**config.mk**
```make
export PLATFORM = sky130hd
export DESIGN_NAME = msrv32_ifetch_buf
export DESIGN_NICKNAME = d
export VERILOG_FILES = /design/src/rtl/msrv32_ifetch_buf.sv
export SDC_FILE = /design/constraint.sdc
export NUM_CORES = 1
export LEC_CHECK = 0
export CELL_PAD_IN_SITES_DETAIL_PLACEMENT = 0
export CELL_PAD_IN_SITES_GLOBAL_PLACEMENT = 2
export CORE_ASPECT_RATIO = 0.8
export CORE_UTILIZATION = 30
export CTS_CLUSTER_SIZE = 8
export DETAILED_ROUTE_END_ITERATION = 8
export PLACE_DENSITY = 0.79
export SLEW_MARGIN = 30
export SYNTH_ARGS = -nofsm -noshare
export SYNTH_HDL_FRONTEND = slang
export SYNTH_SLANG_ARGS = --single-unit
```
**constraint.sdc**
```tcl
create_clock -name clk_in -period 10.15 [get_ports clk_in]
set_input_delay 2.5375 -clock clk_in [delete_from_list [all_inputs] [get_ports clk_in]]
set_output_delay 2.5375 -clock clk_in [all_outputs]
set_load 0.005 [all_outputs]
```
**src/rtl/msrv32_ifetch_buf.sv**
```systemverilog
// ---------------------------------------------------------------------------
// msrv32_ifetch_buf
//
// Purpose:
//   Instruction-fetch stage. It holds the architectural fetch PC and feeds it
//   back to the PC mux. It issues instruction-memory requests over a
//   req/ready handshake and buffers the returned words, tagged with their PC,
//   in a small FIFO. The FIFO head goes to decode over valid/ready. Any
//   redirect flushes the FIFO and reloads the fetch PC.
//
// Optional feature:
//   IFETCH_PERF_CNT_EN - when defined, stall_count_out counts the cycles in
//   which a request is pending but memory is not ready. When it is undefined,
//   stall_count_out is tied to zero.
//
// Ports:
//   clk_in               core clock, rising edge
//   rst_in               synchronous active-high reset
//   next_pc_in           next fetch address from the PC mux
//   redirect_in          flush the buffer and load next_pc_in
//   pc_out               current fetch PC (to the PC stage)
//   imem_req_out         fetch request valid (combinational)
//   imem_addr_out        fetch address (== pc_out)
//   imem_ready_in        memory accepts the request; data returns same cycle
//   imem_rdata_in        instruction word returned by memory
//   instr_valid_out      buffer head valid
//   instr_out            head instruction, NOP_INSTR when empty
//   instr_pc_out         head PC, 0 when empty
//   instr_misaligned_out head entry was fetched from a misaligned PC
//   instr_ready_in       decode accepts the head entry
//   stall_count_out      memory-stall cycle counter (see above)
// ---------------------------------------------------------------------------
module msrv32_ifetch_buf #(
  parameter logic [31:0] BOOT_ADDRESS = 32'h0000_0000,
  parameter int          DEPTH        = 2,
  parameter logic [31:0] NOP_INSTR    = 32'h0000_0013
) (
  input  logic        clk_in,
  input  logic        rst_in,
  input  logic [31:0] next_pc_in,
  input  logic        redirect_in,
  output logic [31:0] pc_out,
  output logic        imem_req_out,
  output logic [31:0] imem_addr_out,
  input  logic        imem_ready_in,
  input  logic [31:0] imem_rdata_in,
  output logic        instr_valid_out,
  output logic [31:0] instr_out,
  output logic [31:0] instr_pc_out,
  output logic        instr_misaligned_out,
  input  logic        instr_ready_in,
  output logic [31:0] stall_count_out
);

  localparam int PTR_W = $clog2(DEPTH);
  localparam int CNT_W = PTR_W + 1;
  localparam logic [CNT_W-1:0] FULL_CNT = CNT_W'(DEPTH);

  typedef enum logic [1:0] {
    RESET_S = 2'd0,
    FETCH_S = 2'd1,
    FLUSH_S = 2'd2
  } state_t;

  state_t           r_state;
  state_t           w_state_next;
  logic [31:0]      r_pc;
  logic [31:0]      w_pc_next;
  logic [CNT_W-1:0] r_count;
  logic [CNT_W-1:0] w_count_next;
  logic [PTR_W-1:0] r_wr_ptr;
  logic [PTR_W-1:0] r_rd_ptr;
  logic [PTR_W-1:0] w_wr_ptr_next;
  logic [PTR_W-1:0] w_rd_ptr_next;

  // Buffer storage; contents need no reset because count gates visibility.
  logic [31:0]      r_buf_instr [DEPTH];
  logic [31:0]      r_buf_pc    [DEPTH];
  logic             r_buf_mis   [DEPTH];

  logic             w_req;
  logic             w_accept;
  logic             w_flush;
  logic             w_push;
  logic             w_pop;
  logic             w_has_space;
  logic             w_misaligned;
  logic             w_empty;
  logic [31:0]      w_push_instr;
  logic             w_push_mis;

  assign w_has_space  = (r_count < FULL_CNT);
  assign w_misaligned = (r_pc[1:0] != 2'b00);
  assign w_empty      = (r_count == '0);

  // A redirect is ignored in RESET_S; the bubble cycle always completes.
  assign w_flush = redirect_in && (r_state != RESET_S);

  always_comb begin
    w_state_next  = r_state;
    w_req         = 1'b0;
    w_accept      = 1'b0;
    w_push        = 1'b0;
    w_pop         = 1'b0;
    w_push_instr  = imem_rdata_in;
    w_push_mis    = 1'b0;
    w_pc_next     = r_pc;
    w_count_next  = r_count;
    w_wr_ptr_next = r_wr_ptr;
    w_rd_ptr_next = r_rd_ptr;

    case (r_state)
      RESET_S: begin
        w_state_next = FETCH_S;
      end
      FETCH_S: begin
        w_req    = w_has_space && !w_misaligned;
        w_accept = w_req && imem_ready_in;
        if (w_accept) begin
          w_push    = 1'b1;
          w_pc_next = next_pc_in;
        end else if (w_misaligned && w_has_space) begin
          // A misaligned PC cannot be fetched. Hand decode a tagged NOP
          // instead and hold the PC until a redirect arrives.
          w_push       = 1'b1;
          w_push_instr = NOP_INSTR;
          w_push_mis   = 1'b1;
        end
      end
      FLUSH_S: begin
        w_state_next = FETCH_S;
      end
      default: begin
        w_state_next = RESET_S;
      end
    endcase

    w_pop = !w_empty && instr_ready_in;

    if (w_flush) begin
      // A flush overrides any accept or pop in the same cycle.
      w_push        = 1'b0;
      w_pop         = 1'b0;
      w_pc_next     = next_pc_in;
      w_state_next  = FLUSH_S;
      w_count_next  = '0;
      w_wr_ptr_next = '0;
      w_rd_ptr_next = '0;
    end else begin
      if (w_push) begin
        w_wr_ptr_next = r_wr_ptr + PTR_W'(1);
      end
      if (w_pop) begin
        w_rd_ptr_next = r_rd_ptr + PTR_W'(1);
      end
      case ({w_push, w_pop})
        2'b10:   w_count_next = r_count + CNT_W'(1);
        2'b01:   w_count_next = r_count - CNT_W'(1);
        default: w_count_next = r_count;
      endcase
    end
  end

  always_ff @(posedge clk_in) begin
    if (rst_in) begin
      r_state  <= RESET_S;
      r_pc     <= BOOT_ADDRESS;
      r_count  <= '0;
      r_wr_ptr <= '0;
      r_rd_ptr <= '0;
    end else begin
      r_state  <= w_state_next;
      r_pc     <= w_pc_next;
      r_count  <= w_count_next;
      r_wr_ptr <= w_wr_ptr_next;
      r_rd_ptr <= w_rd_ptr_next;
    end
  end

  always_ff @(posedge clk_in) begin
    if (!rst_in && w_push) begin
      r_buf_instr[r_wr_ptr] <= w_push_instr;
      r_buf_pc[r_wr_ptr]    <= r_pc;
      r_buf_mis[r_wr_ptr]   <= w_push_mis;
    end
  end

  assign pc_out               = r_pc;
  assign imem_addr_out        = r_pc;
  assign imem_req_out         = w_req;
  assign instr_valid_out      = !w_empty;
  assign instr_out            = w_empty ? NOP_INSTR : r_buf_instr[r_rd_ptr];
  assign instr_pc_out         = w_empty ? 32'h0 : r_buf_pc[r_rd_ptr];
  assign instr_misaligned_out = w_empty ? 1'b0 : r_buf_mis[r_rd_ptr];

`ifdef IFETCH_PERF_CNT_EN
  logic [31:0] r_stall_count;

  // The counter is not cleared by a redirect; it wraps naturally at 2^32.
  always_ff @(posedge clk_in) begin
    if (rst_in) begin
      r_stall_count <= '0;
    end else if (w_req && !imem_ready_in) begin
      r_stall_count <= r_stall_count + 32'd1;
    end
  end

  assign stall_count_out = r_stall_count;
`else
  assign stall_count_out = 32'h0;
`endif

endmodule
```
==> summary.md <==
| Metric | Value |
|---|---|
| Root buffer cell | `clkbuf_16` |
| Clk sinks | `169` |
| Slowest CP cell | `buf_4` |
| Distinct cells, synth | `32` |
| FF-to-FF path depth | `4` |
| Die H | `142 um` |
| Global route overflow | `0` |
| Fmax | `193 MHz` |
| Max-slew violation count | `0` |
| Crit-path max FO | `40` |
| Layout cell share with drive strength beyond 1 | `6.59%` |
| Total track usage | `12.3%` |
| VDD IR-drop max | `0.0943 mV` |
| Reg clk slew, reported paths | `0.06 ns` |
| Worst Hold Path EP | `r_rd_ptr` |
| Clk_skew | `0.0103 ns` |
| Total number of vias | `4,408` |
| Crit path DAT | `2.65 ns` |
| Register area share after synthesis | `63.8%` |
| Port Buffers | `199` |
| Max clock buf depth | `2` |
| Final total power | `0.00176 W` |
| Total power divided by cell area | `177 nW/um2` |
| WL/cell | `14.8 um` |
| Hold Fails Final Rpt | `0` |
| Share of the synthesized area in the top cell type | `53.2%` |
| Hold path depth | `2` |
| Dpl hpwl | `10,400 um` |
| Area grow syn2layout | `35.0%` |
| # diodes | `0` |
| Worst reg2reg startpoint | `r_state[1]` |
| Initial antenna violation count | `0` |
| Placed cell areas | `9280 um2` |
| Hold crit path type | `flop to flop` |
| Tmin final | `5.19 ns` |
| Via/cell ratio | `4.24` |
| Initial core utilization | `30.9%` |
| Fill count | `2,231` |
| CP required | `7.61 ns` |
| Type of the worst setup path | `flop to primary output` |
| Largest area contributor in the netlist | `edfxtp_1` |
| Min-delay src | `r_rd_ptr` |
| Crit-path max cell delay | `0.66 ns` |
| Clk Latency, worst-skew pair | `0.42 ns` |
| Largest net degree at the start of global routing | `70` |
| WL final | `15,400 um` |
| Status | `completed` |
| Reg-to-reg slack, setup | `7.81 ns` |
| Vias in the first global route | `4,325` |
| LEAKAGE | `3.42 nW` |
| Cells after Synth | `550` |
| Synth Cell Area | `7340 um2` |
| I/O Pins | `232` |
| Row cnt | `50` |
| Final period utilization | `51.1%` |
| CTS tree | `built` |
| Final instance area | `9900 um2` |
| Remaining DRCs | `0` |
| Fin Setup TNS | `0 ns` |
| Setup crit start kind | `flop` |
| Core area | `23,700 um2` |
| DRT antenna net count | `0` |
| Final setup fails | `0` |
| Chip Width | `177 um` |
| CTS H-tree lvls | `4` |
| Routability cong. | `0.736` |
| CTS buffer count | `17` |
| Hold buffer count at CTS | `0` |
| First-pass GRT wire length | `23,300 um` |
| MaxCap Viol Count | `0` |
| R2r endpoint | `r_buf_instr[1][1]` |
| Actual slew at the worst max-slew pin | `0.917 ns` |
| NumNets Final | `785` |
| RSZ-0062 raised after global routing | `no` |
| Slew HR | `38.8%` |
| Post-CTS Setup Inserts | `0` |
| Yosys reg bits | `169` |
| YS warnings | `0` |
| DRT Pass-1 Iters | `4` |
| Critical path endpoint category | `primary output` |
| Syn Area/Cell | `13.3 um2` |
| Top post-synthesis cells by area | `edfxtp_1 (53%), mux2i_1 (13%), dfxtp_1 (11%)` |
| CP Cell Sequence | `buf_4, mux2i_1, nor2_1, clkdlybuf4s50_1` |
| Area of the die | `25,100 um2` |
| DR iter-0 viols | `198` |
| Post_cts resized | `0` |
power breakdown:
part / leakage, nW / switching (W) / internal [W]
registers: 1.51 / 0.0000261 / 0.000778
clock network: 0.301 / 0.000274 / 0.000396
logic: 1.60 / 0.000119 / 0.000163
total: 3.42 / 0.000420 / 0.00134
worst max path at each step:
stage,from,to,slack (ns),cells after the start
floorplan,rst_in,r_buf_instr[1][0],1.87,3
global placement,flop,instr_pc_out[3],5.36,4
detailed placement,flop,instr_pc_out[2],5.33,4
CTS,flop,instr_pc_out[2],4.87,4
global route,flop,instr_pc_out[2],4.78,4
finish,flop,instr_pc_out[3],4.96,4
area by class of cell:
class | count | area, um2 | share of cell area (%)
clock buffer | 19 | 433 | 4.37
clock inverter | 13 | 188 | 1.90
inverter | 2 | 7.51 | 0.0758
multi-input combinational | 320 | 2160 | 21.8
sequential | 169 | 4690 | 47.3
tap | 312 | 390 | 3.94
timing repair buffer | 205 | 2030 | 20.5
metal layers:
layer	up-vias	share of wire [%]	global-route usage (%)
li1	2133	-	-
met1	2117	44	15.3
met2	146	47	19.9
met3	12	7.7	4.34
met4	0	0.92	3.68
met5	-	0	0
placed cells by master, fill, tap and decap left out, drive strengths merged, types with 2 or more instances in the layout:
master         instances
o21ai                  5
or2                    3
nand2                  3
edfxtp               130
conb                  32
dfxtp                 39
nor3                   3
mux2i                 95
nor2                  70
nor3b                  3
xor2                   2
nand3b                 2
inv                    7
clkbuf                19
clkdlybuf4s50        198
bufinv                 3
nand2b                63
nor2b                 29
clkinv                 4
buf                    7
synth_stat cells, drive strengths merged:
library cell and n:
a21oi 1, nor2 70, dfxtp 39, maj3 1, nand2 3, or2 3, inv 2, nand2b 63
xnor2 1, or3 1, nor2b 29, or3b 1, ha 1, conb 1, a31oi 1, nand3b 2
o21a 1, buf 77, nor3b 3, clkbuf 13, nor3 3, o21ai 5, mux2i 95, o31ai 1
mux2 1, edfxtp 130, xor2 2
through the flow:
| stage | instances | hold slack, ns | utilization, % | setup WS (ns) |
|---|---|---|---|---|
| floorplan | 581 | 0.472 | - | 1.87 |
| global placement | 1008 | 0.492 | 39.1 | 5.36 |
| detailed placement | 1008 | 0.497 | 39.1 | 5.33 |
| CTS | 1040 | 0.512 | 41.8 | 4.87 |
| global route | 1040 | 0.533 | 41.8 | 4.78 |
| finish | 1040 | 0.515 | 41.8 | 4.96 |
critical path: cells and delay by family (launching register included):
family,cells,cell delay (ns)
buffers and inverters,2,1.20
DFF,1,0.64
muxes,1,0.16
and+or+nand+nor,1,0.22
state kept, by name (all words and copies together), names as in the netlist, named ones only:
register	flops
imem_addr_out	32
r_buf_instr	64
r_buf_mis	2
r_buf_pc	64
r_count	2
r_rd_ptr	1
r_state	2
r_wr_ptr	1
logic make-up (layout without fill, tap and decap cells):
kind of cell,count (synthesis),after routing,synth area share (%)
XOR/XNOR,3,3,0.358
flip-flops,169,169,63.8
buffers and inverters,92,239,8.49
adder cells (fa/ha/maj),2,2,0.307
multiplexers,96,96,13.1
other,1,32,0.0511
AND/OR/NAND/NOR,178,178,12.9
AO/OA/AOI/OAI,9,9,0.904
(Power assumes the default switching activity.)
==> variant: new RTL, same flow settings <==
The option `IFETCH_PERF_CNT_EN` is turned on by a define.
--- a/src/rtl/msrv32_ifetch_buf.sv
+++ b/src/rtl/msrv32_ifetch_buf.sv
@@ -30,6 +30,8 @@
 //   instr_ready_in       decode accepts the head entry
 //   stall_count_out      memory-stall cycle counter (see above)
 // ---------------------------------------------------------------------------
+`define IFETCH_PERF_CNT_EN
+
 module msrv32_ifetch_buf #(
   parameter logic [31:0] BOOT_ADDRESS = 32'h0000_0000,
   parameter int          DEPTH        = 2,
Function: changed (a bounded check fails within 4 cycles, from zero or initial values and one cycle with rst_in high).
==> variant against the unedited design <==
Non-clock buffer count is 35 higher. Clock skew up 0.0042 ns. Highest routed layer unchanged. Cell area grew 19%. Wire length rose by 44%. Area after synthesis is 15% higher. First-iteration DRC count up 45%. Global-route usage up 2.6 points. Critical path type unchanged. Power is 18% higher. Maximum frequency fell by 3.2%. Sequential power is 15% higher. Final cell count grew 25%. Worst setup slack worse by 0.17 ns. Sequential cell count grew 32.
==> variant: results (changes against the unedited design) <==
Parameter                              Value

Final layout
  Core Util, Final ... 42.7% (was 41.8%)
  Share of post-route cells with drive strength above 1 ... 6.73% (was 6.59%)

Power and ir drop
  Internal Dissipation ... 1.58 mW (was 1.34 mW)
  Static power due to leakage ... 3.78 nW (was 3.42 nW)

CTS
  H-Tree Level Count ... 1 (was 4)
  Insertion delay of the later-clocked pin in the worst-skew pair ... 0.52 ns (was 0.42 ns)
  Buffer levels on the longest clock path ... 3 (was 2)

Timing
  Normalized max-slew margin ... 40.2% (was 38.8%)
  Final setup slack of the worst path ... 4.79 ns (was 4.96 ns)
  Setup Skew ... 0.0145 ns (was 0.0103 ns)

Yosys
  Xor/xnor share of the synthesized area ... 1.24% (was 0.358%)
  Synth area leaders ... edfxtp_1 (46%), dfxtp_1 (17%), mux2i_1 (7.7%), nor2_1 (4.0%), a21oi_1 (2.9%) (was edfxtp_1 (53%), mux2i_1 (13%), dfxtp_1 (11%), buf_4 (6.7%), nand2b_1 (5.4%))
  Mean post-synth cell area ... 11.8 um2 (was 13.3 um2)
  Post-synthesis compound-gate area fraction ... 6.09% (was 0.904%)

Placement
  Final GP Congestion ... 0.760 (was 0.736)
  Number of buffers inserted by port buffering ... 231 (was 199)

Detailed routing
  Starting DRT DRC Count ... 288 (was 198)

GRT
  Number of global-route vias before repair ... 5751 (was 4325)
  GR Util met3 ... 4.17% (was 4.34%)
  Largest net degree at the start of global routing ... 76 (was 70)

Critical path
  Critical register-to-register path endpoint ... r_count[1]$_SDFFE_PP0P_ (was r_buf_instr[1][1]$_DFFE_PP_)
  Arrival time at the worst endpoint ... 2.82 ns (was 2.65 ns)
  Startpoint of the most critical register-to-register path ... r_count[1]$_SDFFE_PP0P_ (was r_state[1]$_SDFFE_PP0P_)
  Critical-path maximum fanout ... 37 (was 40)
  Count of cells along the worst register-to-register path ... 9 (was 4)

Status
  Run status ... finished clean (unchanged)
-- variant: cell types whose count changed after synthesis, sizes merged, moves of 20 or more --
cell    unedited run  this run
nand2b            63         2
a21oi              1        49
nand3              0        44
buf               77        43
o21ai              5        39
dfxtp             39        71
mux2i             95        65
clkbuf            13        33
nor2              70        90
-- variant: worst max-delay path: stages, from the launching register on --
cell,delay [ns]
dfxtp_1,0.38
nor2_4,0.60
buf_4,0.50
inv_1,0.18
nand2_1,0.12
clkdlybuf4s50_1,0.50
-- variant: power groups by stage --
stage               registers, mW  logic, mW  clock network [mW]
floorplan                   0.934      0.135                   0
global placement            0.943      0.288                   0
detailed placement          0.945      0.287                   0
CTS                         0.929      0.289               0.887
global route                0.932      0.309               0.918
finish                      0.928      0.283               0.863
-- variant: worst min path at each step --
| stage | to | slack, ns | cells past startpoint |
|---|---|---|---|
| after floorplan | r_state[0]$_SDFFE_PP0P_ | 0.47 | 1 |
| after global placement | r_rd_ptr$_SDFFE_PP0P_ | 0.50 | 2 |
| after detailed placement | stall_count_out[22]$_SDFFE_PP0P_ | 0.50 | 2 |
| after CTS | stall_count_out[22]$_SDFFE_PP0P_ | 0.51 | 2 |
| after global routing | r_buf_pc[1][14]$_DFFE_PP_ | 0.53 | 0 |
| final | stall_count_out[22]$_SDFFE_PP0P_ | 0.51 | 2 |
-- variant: layout make-up --
class / instances / area [um2] / area share [%]
repair buffers: 240 / 2370 / 20.2
multi-input cells: 439 / 2750 / 23.4
well taps: 364 / 455 / 3.88
flip-flops and latches: 201 / 5330 / 45.4
clock buffers: 51 / 808 / 6.88
inverters: 4 / 15.0 / 0.128
clock inverters: 1 / 7.51 / 0.0639
